`src/rtl/aes_ctrl_pkg.sv`:
```
// ---------------------------------------------------------------------------
// aes_ctrl_pkg
// Shared definitions for the AES-128 control FSM. Both the next-state logic
// block and the sequential block (aes_ctrl_seq) import this package so they
// agree on state encodings, round count and mode encodings.
//   state_e   : S0..S9 state codes (4-bit); codes 10..15 are illegal
//   NR        : number of AES-128 rounds
//   ENC / DEC : values of the Select / Mode bit
//   is_legal  : true for codes S0..S9
// ---------------------------------------------------------------------------
package aes_ctrl_pkg;

    localparam int NR = 10;

    typedef enum logic [3:0] {
        S0 = 4'd0,   // idle
        S1 = 4'd1,   // encrypt: initial AddRoundKey (key 0)
        S2 = 4'd2,   // encrypt: rounds 1..9, then final round 10
        S3 = 4'd3,   // encrypt: bubble
        S4 = 4'd4,   // decrypt: setup
        S5 = 4'd5,   // decrypt: initial AddRoundKey (key 10)
        S6 = 4'd6,   // decrypt: inverse rounds 9..1
        S7 = 4'd7,   // decrypt: final inverse round (key 0)
        S8 = 4'd8,   // capture result
        S9 = 4'd9    // done
    } state_e;

    localparam logic ENC = 1'b0;
    localparam logic DEC = 1'b1;

    function automatic logic is_legal(input logic [3:0] code);
        return code <= S9;
    endfunction

endpackage

```
`src/rtl/aes_round_cnt.sv`:
```
// ---------------------------------------------------------------------------
// aes_round_cnt
// Round counter / round-key index for the AES control FSM. The update is
// keyed by the current state code.
//   clk      in   system clock
//   rst_n    in   asynchronous active-low reset
//   q        in   current state code
//   clr      in   force the counter to zero on the next edge
//   count_q  out  registered round count
//   count_d  out  next round count (lets the parent register its strobes)
//   overrun  out  count has run past NR while in S2 (illegal condition)
// ---------------------------------------------------------------------------
module aes_round_cnt
    import aes_ctrl_pkg::*;
#(
    parameter int NR = aes_ctrl_pkg::NR,
    parameter int CW = 4
) (
    input  logic          clk,
    input  logic          rst_n,
    input  logic [CW-1:0] q,
    input  logic          clr,
    output logic [CW-1:0] count_q,
    output logic [CW-1:0] count_d,
    output logic          overrun
);

    localparam logic [CW-1:0] NR_C  = CW'(NR);
    localparam logic [CW-1:0] NR_M1 = CW'(NR - 1);

    assign overrun = (q == S2) && (count_q > NR_C);

    always_comb begin
        count_d = count_q;
        case (q)
            S0: count_d = '0;
            S1: count_d = CW'(1);
            S2: begin
                // Saturates at NR so the final round sees Count==NR.
                if (count_q < NR_C) begin
                    count_d = count_q + CW'(1);
                end
            end
            S4: count_d = NR_C;
            S5: count_d = NR_M1;
            S6: begin
                if (count_q != '0) begin
                    count_d = count_q - CW'(1);
                end
            end
            S9: count_d = '0;
            default: count_d = count_q;   // S3, S7, S8 hold
        endcase
        // Illegal-state recovery takes priority over every update.
        if (clr || overrun) begin
            count_d = '0;
        end
    end

    always_ff @(posedge clk or negedge rst_n) begin
        if (!rst_n) begin
            count_q <= '0;
        end else begin
            count_q <= count_d;
        end
    end

endmodule

```
`src/rtl/aes_ctrl_seq.sv`:
```
// ---------------------------------------------------------------------------
// aes_ctrl_seq
// Sequential half of the AES-128 control FSM: state register, round
// counter and datapath strobe decode. Moore machine; every strobe is a flop
// whose next value is decoded from the next Q / Count, so the outputs are
// exactly the decode of the registered Q / Count with no output glitches.
//   Clk       in   system clock
//   Reset_n   in   asynchronous active-low reset
//   D         in   next-state code from the next-state logic
//   Start     in   start pulse, only honoured while Q==S0
//   Select    in   0=encrypt, 1=decrypt, captured with Start
//   Q         out  current state
//   Count     out  round counter / round-key index
//   Mode      out  captured Select
//   Load_En   out  initial AddRoundKey strobe
//   Round_En  out  full-round strobe
//   Final_En  out  final-round strobe
//   Out_Load  out  output-register capture strobe
//   Done      out  completion pulse
//   Busy      out  Q != S0
//   Illegal   out  one-cycle pulse after illegal-state recovery
// ---------------------------------------------------------------------------
module aes_ctrl_seq
#(
    parameter int NR = aes_ctrl_pkg::NR,
    parameter int CW = 4
) (
    input  logic          Clk,
    input  logic          Reset_n,
    input  logic [CW-1:0] D,
    input  logic          Start,
    input  logic          Select,
    output logic [CW-1:0] Q,
    output logic [CW-1:0] Count,
    output logic          Mode,
    output logic          Load_En,
    output logic          Round_En,
    output logic          Final_En,
    output logic          Out_Load,
    output logic          Done,
    output logic          Busy,
    output logic          Illegal
);
    import aes_ctrl_pkg::*;

    localparam logic [CW-1:0] NR_C  = CW'(NR);
    localparam logic [CW-1:0] NR_M1 = CW'(NR - 1);

    logic [CW-1:0] q_q,        q_d;
    logic [CW-1:0] count_q,    count_d;
    logic          mode_q,     mode_d;
    logic          load_en_q,  load_en_d;
    logic          round_en_q, round_en_d;
    logic          final_en_q, final_en_d;
    logic          out_load_q, out_load_d;
    logic          done_q,     done_d;
    logic          busy_q,     busy_d;
    logic          illegal_q,  illegal_d;
    logic          d_illegal;
    logic          overrun;

    aes_round_cnt #(
        .NR (NR),
        .CW (CW)
    ) u_round_cnt (
        .clk     (Clk),
        .rst_n   (Reset_n),
        .q       (q_q),
        .clr     (d_illegal),
        .count_q (count_q),
        .count_d (count_d),
        .overrun (overrun)
    );

    always_comb begin
        d_illegal = !is_legal(D);
        illegal_d = d_illegal || overrun;
        q_d       = illegal_d ? CW'(S0) : D;

        // Start is only meaningful in idle; later pulses leave Mode alone.
        mode_d = mode_q;
        if ((q_q == S0) && Start) begin
            mode_d = Select;
        end

        load_en_d  = (q_d == S1) || (q_d == S5);
        round_en_d = ((q_d == S2) && (count_d <= NR_M1)) || (q_d == S6);
        final_en_d = ((q_d == S2) && (count_d == NR_C)) || (q_d == S7);
        out_load_d = (q_d == S8);
        done_d     = (q_d == S9);
        busy_d     = (q_d != S0);
    end

    always_ff @(posedge Clk or negedge Reset_n) begin
        if (!Reset_n) begin
            q_q        <= '0;
            mode_q     <= 1'b0;
            load_en_q  <= 1'b0;
            round_en_q <= 1'b0;
            final_en_q <= 1'b0;
            out_load_q <= 1'b0;
            done_q     <= 1'b0;
            busy_q     <= 1'b0;
            illegal_q  <= 1'b0;
        end else begin
            q_q        <= q_d;
            mode_q     <= mode_d;
            load_en_q  <= load_en_d;
            round_en_q <= round_en_d;
            final_en_q <= final_en_d;
            out_load_q <= out_load_d;
            done_q     <= done_d;
            busy_q     <= busy_d;
            illegal_q  <= illegal_d;
        end
    end

    assign Q        = q_q;
    assign Count    = count_q;
    assign Mode     = mode_q;
    assign Load_En  = load_en_q;
    assign Round_En = round_en_q;
    assign Final_En = final_en_q;
    assign Out_Load = out_load_q;
    assign Done     = done_q;
    assign Busy     = busy_q;
    assign Illegal  = illegal_q;

endmodule

```
`config.mk`:
```
export PLATFORM = sky130hd
export DESIGN_NAME = aes_ctrl_seq
export DESIGN_NICKNAME = d
export VERILOG_FILES = /design/src/rtl/aes_ctrl_pkg.sv /design/src/rtl/aes_round_cnt.sv /design/src/rtl/aes_ctrl_seq.sv
export SDC_FILE = /design/constraint.sdc
export NUM_CORES = 1
export LEC_CHECK = 0
export CORE_MARGIN = 10
export CORE_UTILIZATION = 38
export DETAILED_ROUTE_END_ITERATION = 7
export GPL_TIMING_DRIVEN = 0
export PLACE_DENSITY = 0.64
export SLEW_MARGIN = 20
export SYNTH_ARGS = -nofsm -noshare
export SYNTH_HDL_FRONTEND = slang
export SYNTH_SLANG_ARGS = --single-unit
export TNS_END_PERCENT = 5
```
`constraint.sdc`:
```
create_clock -name Clk -period 5.55 [get_ports Clk]
set_clock_uncertainty 0.05 [all_clocks]
set_input_delay 0.8325 -clock Clk [delete_from_list [all_inputs] [get_ports Clk]]
set_output_delay 0.8325 -clock Clk [all_outputs]
set_load 0.02 [all_outputs]
```
==> run_results.csv <==
group,metric,value,unit
die,dieArea,0.00504,mm²
route,routedWlPerCell,14.6,µm
finish,syn2layout_area_growth,30.8,%
clock_network,tritoncts,"done",
yosys,synth-seq-cells,16,
worst_hold_path,worstHoldStart,"Mode$_DFFE_PN0P_",
die,start_util,39.8,%
placed_design,place_congestion,0.873,
clock_network,post_cts_resized,0,
sta,rsz0062_at_grt,"false",
critical_path,critPathCaptureType,"flip-flop",
die,coreArea,0.00248,mm²
route,wl,2380,µm
placed_design,port_buffers,23,
yosys,synth_top_area_share,40.6,%
global_route,grt_max_degree,17,
yosys,syn_area,987,µm²
route,vias,884,
die,die_w,71.0,µm
global_route,overflow,0,
status,status,"completed",
critical_path,cp.buffers_inverters,2,
global_route,grt_pass1_wl,4080,µm
die,dieHeight,71.0,µm
sta,setup_tns,0,ns
yosys,synth_cell_types,43,
sta,worstMarginPinSlew,0.684,ns
sta,fin_crit,2.38,ns
placed_design,place_hpwl,1850,µm
critical_path,arrival,2.53,ns
sta,hold_viol,0,
critical_path,start_kind,"flip-flop",
pwr,power_frac_clock,23.4,%
finish,drive_above_1_share,11.3,%
sta,max_freq,0.420,GHz
pwr,netSwitchingPower,0.106,mW
yosys,synth_area_leader_cell,"dfrtp_1",
global_route,grt_pass1_vias,920,
yosys,yosysSeqAreaShare,40.6,%
yosys,synth_edf_count,0,
critical_path,slowest_stage,"or3b_1",
clock_network,cts_setup_buffers,0,
global_route,grt_use_total,9.38,%
finish,antennaDiodeCount,0,
clock_network,cts_made_buffers,3,
yosys,synth_fp_nets,117,
pwr,combPwrFrac,35.0,%
sta,setup_violations,0,
yosys,synth_cells,106,
finish,fill_cells,247,
yosys,synth_common_cells,"16 x dfrtp_1, 8 x nand2_1, 7 x inv_1, 7 x o21ai_0, 6 x nor2_1",
die,ioPinCount,24,
finish,fin_nets,145,
clock_network,htree_levels,1,
critical_path,slowest_delay,0.42,ns
route,drt-pass1-iter-count,4,
sta,slew_violations,0,
route,drc_errors,0,
yosys,yosysWarnings,0,
worst_hold_path,hp-class,"flip-flop to flip-flop",
pwr,leakage,0.527,nW
clock_network,clockBufferDepth,2,
yosys,synth_flop_cell,"dfrtp_1",
clock_network,cts_root_buf,"clkbuf_4",
sta,post-route-period-util,42.9,%
pwr,swShare,32.6,%
pwr,internal-power,0.218,mW
yosys,yosysMostFrequentCell,"dfrtp_1",
route,drt-initial-drc-count,82,
placed_design,placed_cell_area,0.00125,mm²
critical_path,cp.required,5.70,ns
critical_path,cp_top_family,"compound AO/OA/AOI/OAI gates",
clock_network,cts_hold_buf,0,
pwr,p_seq_share,41.7,%
route,vias_per_cell,5.42,
pwr,ir_drop,0.164,mV
sta,slew_headroom,54.2,%
critical_path,path_cells,"clkbuf_1 -> inv_1 -> ha_1 -> or3b_1 -> a22o_1 -> a221oi_1 -> o21ai_0 -> o22ai_1",
finish,final_area,0.00129,mm²
route,ant_nets,0,
critical_path,worstPathMaxFanout,8,
critical_path,r2r-start,"u_round_cnt.count_q[0]$_DFF_PN0_",
critical_path,crit_type,"flip-flop to flip-flop",
yosys,syn_avg_cell_area,9.31,µm²
flow_run,cap_violations,0,
clock_network,clock_latency,0.28,ns
critical_path,cp-startpoint,"u_round_cnt.count_q[0]$_DFF_PN0_",
global_route,antenna_found_initial,0,
clock_network,clock_sinks,16,
pwr,powerDensity,251,mW/mm²
yosys,yosys-top-cells-area,"dfrtp_1 41%, ha_1 3.8%, o21ai_0 3.5%, nand2_1 3.0%, inv_1 2.7%",
clock_network,clk_pin_slew,0.09,ns
die,rows,18,
yosys,async_flop_share,100,%
logic make-up after synthesis:
| family | after synthesis | synth area share (%) |
|---|---|---|
| buffers and inverters | 15 | 6.84 |
| AO/OA/AOI/OAI | 28 | 20.4 |
| multiplexers | 2 | 2.15 |
| flip-flops | 16 | 40.6 |
| adder cells (fa/ha/maj) | 3 | 3.80 |
| AND/OR/NAND/NOR | 42 | 26.2 |
final timing paths:
check / end / slack [ns] / cells after the start
max: Final_En$_DFF_PN0_ / 3.17 / 8
min: Mode$_DFFE_PN0P_ / 0.47 / 1
max reg2reg: Final_En$_DFF_PN0_ / 3.17 / 8
min reg2reg: Mode$_DFFE_PN0P_ / 0.47 / 1
max in group asynchronous: u_round_cnt.count_q[0]$_DFF_PN0_ / 4.11 / 1
min in group asynchronous: Illegal$_DFF_PN0_ / 0.90 / 1
worst register-to-register path, cell delays in order, from the launching register on:
cell and delay (ns):
dfrtp_1 0.41, clkbuf_1 0.20, inv_1 0.15, ha_1 0.20
or3b_1 0.42, a22o_1 0.20, a221oi_1 0.40, o21ai_0 0.13
o22ai_1 0.15
registers in the layout, summed over array words and instances, names as in the netlist:
name                 flops
Load_En                  1
Round_En                 1
Done                     1
Q                        4
Mode                     1
Out_Load                 1
u_round_cnt.count_q      4
Busy                     1
Final_En                 1
Illegal                  1
power groups by stage:
stage | Combinational [mW] | Sequential [mW] | Clock [mW]
finish | 0.113 | 0.135 | 0.0758
global route | 0.123 | 0.137 | 0.0855
CTS | 0.114 | 0.135 | 0.0794
detailed placement | 0.113 | 0.137 | 0
global placement | 0.112 | 0.137 | 0
floorplan | 0.0586 | 0.148 | 0
area by class of cell:
| type | instances | area (µm²) | area share (%) |
|---|---|---|---|
| clock buffers | 4 | 36.3 | 2.81 |
| repair buffers | 23 | 230 | 17.8 |
| plain buffers | 7 | 37.5 | 2.91 |
| flip-flops and latches | 16 | 400 | 31.0 |
| multi-input cells | 75 | 519 | 40.2 |
| well taps | 30 | 37.5 | 2.91 |
| inverters | 8 | 30.0 | 2.33 |
cells in the final DEF (no fill, tap or decap), drive strengths merged, types with 4 or more instances in the layout:
cell,n
nor3,4
clkbuf,7
nor2,6
inv,8
nor4b,4
o21ai,8
clkdlybuf4s50,23
nand2,8
dfrtp,16
buf,4
through the flow:
step | instances | hold slack [ns] | setup slack, ns | power (mW) | util [%]
after floorplan | 106 | 0.487 | 3.46 | 0.207 | -
after global placement | 159 | 0.442 | 3.05 | 0.249 | 50.7
after detailed placement | 159 | 0.455 | 3.02 | 0.251 | 50.7
after CTS | 163 | 0.478 | 3.17 | 0.328 | 52.1
after global routing | 163 | 0.508 | 3.01 | 0.346 | 52.1
final | 163 | 0.473 | 3.17 | 0.324 | 52.1
per-layer routing:
| metal | vias up | GRT usage, % | wire, µm |
|---|---|---|---|
| li1 | 443 | - | - |
| met1 | 420 | 10.7 | 1060 |
| met2 | 19 | 15.6 | 1200 |
| met3 | 2 | 2.93 | 112 |
| met4 | 0 | 4.09 | 12 |
| met5 | - | 0 | 0 |
Note: power is estimated with default switching activity, not from simulation.
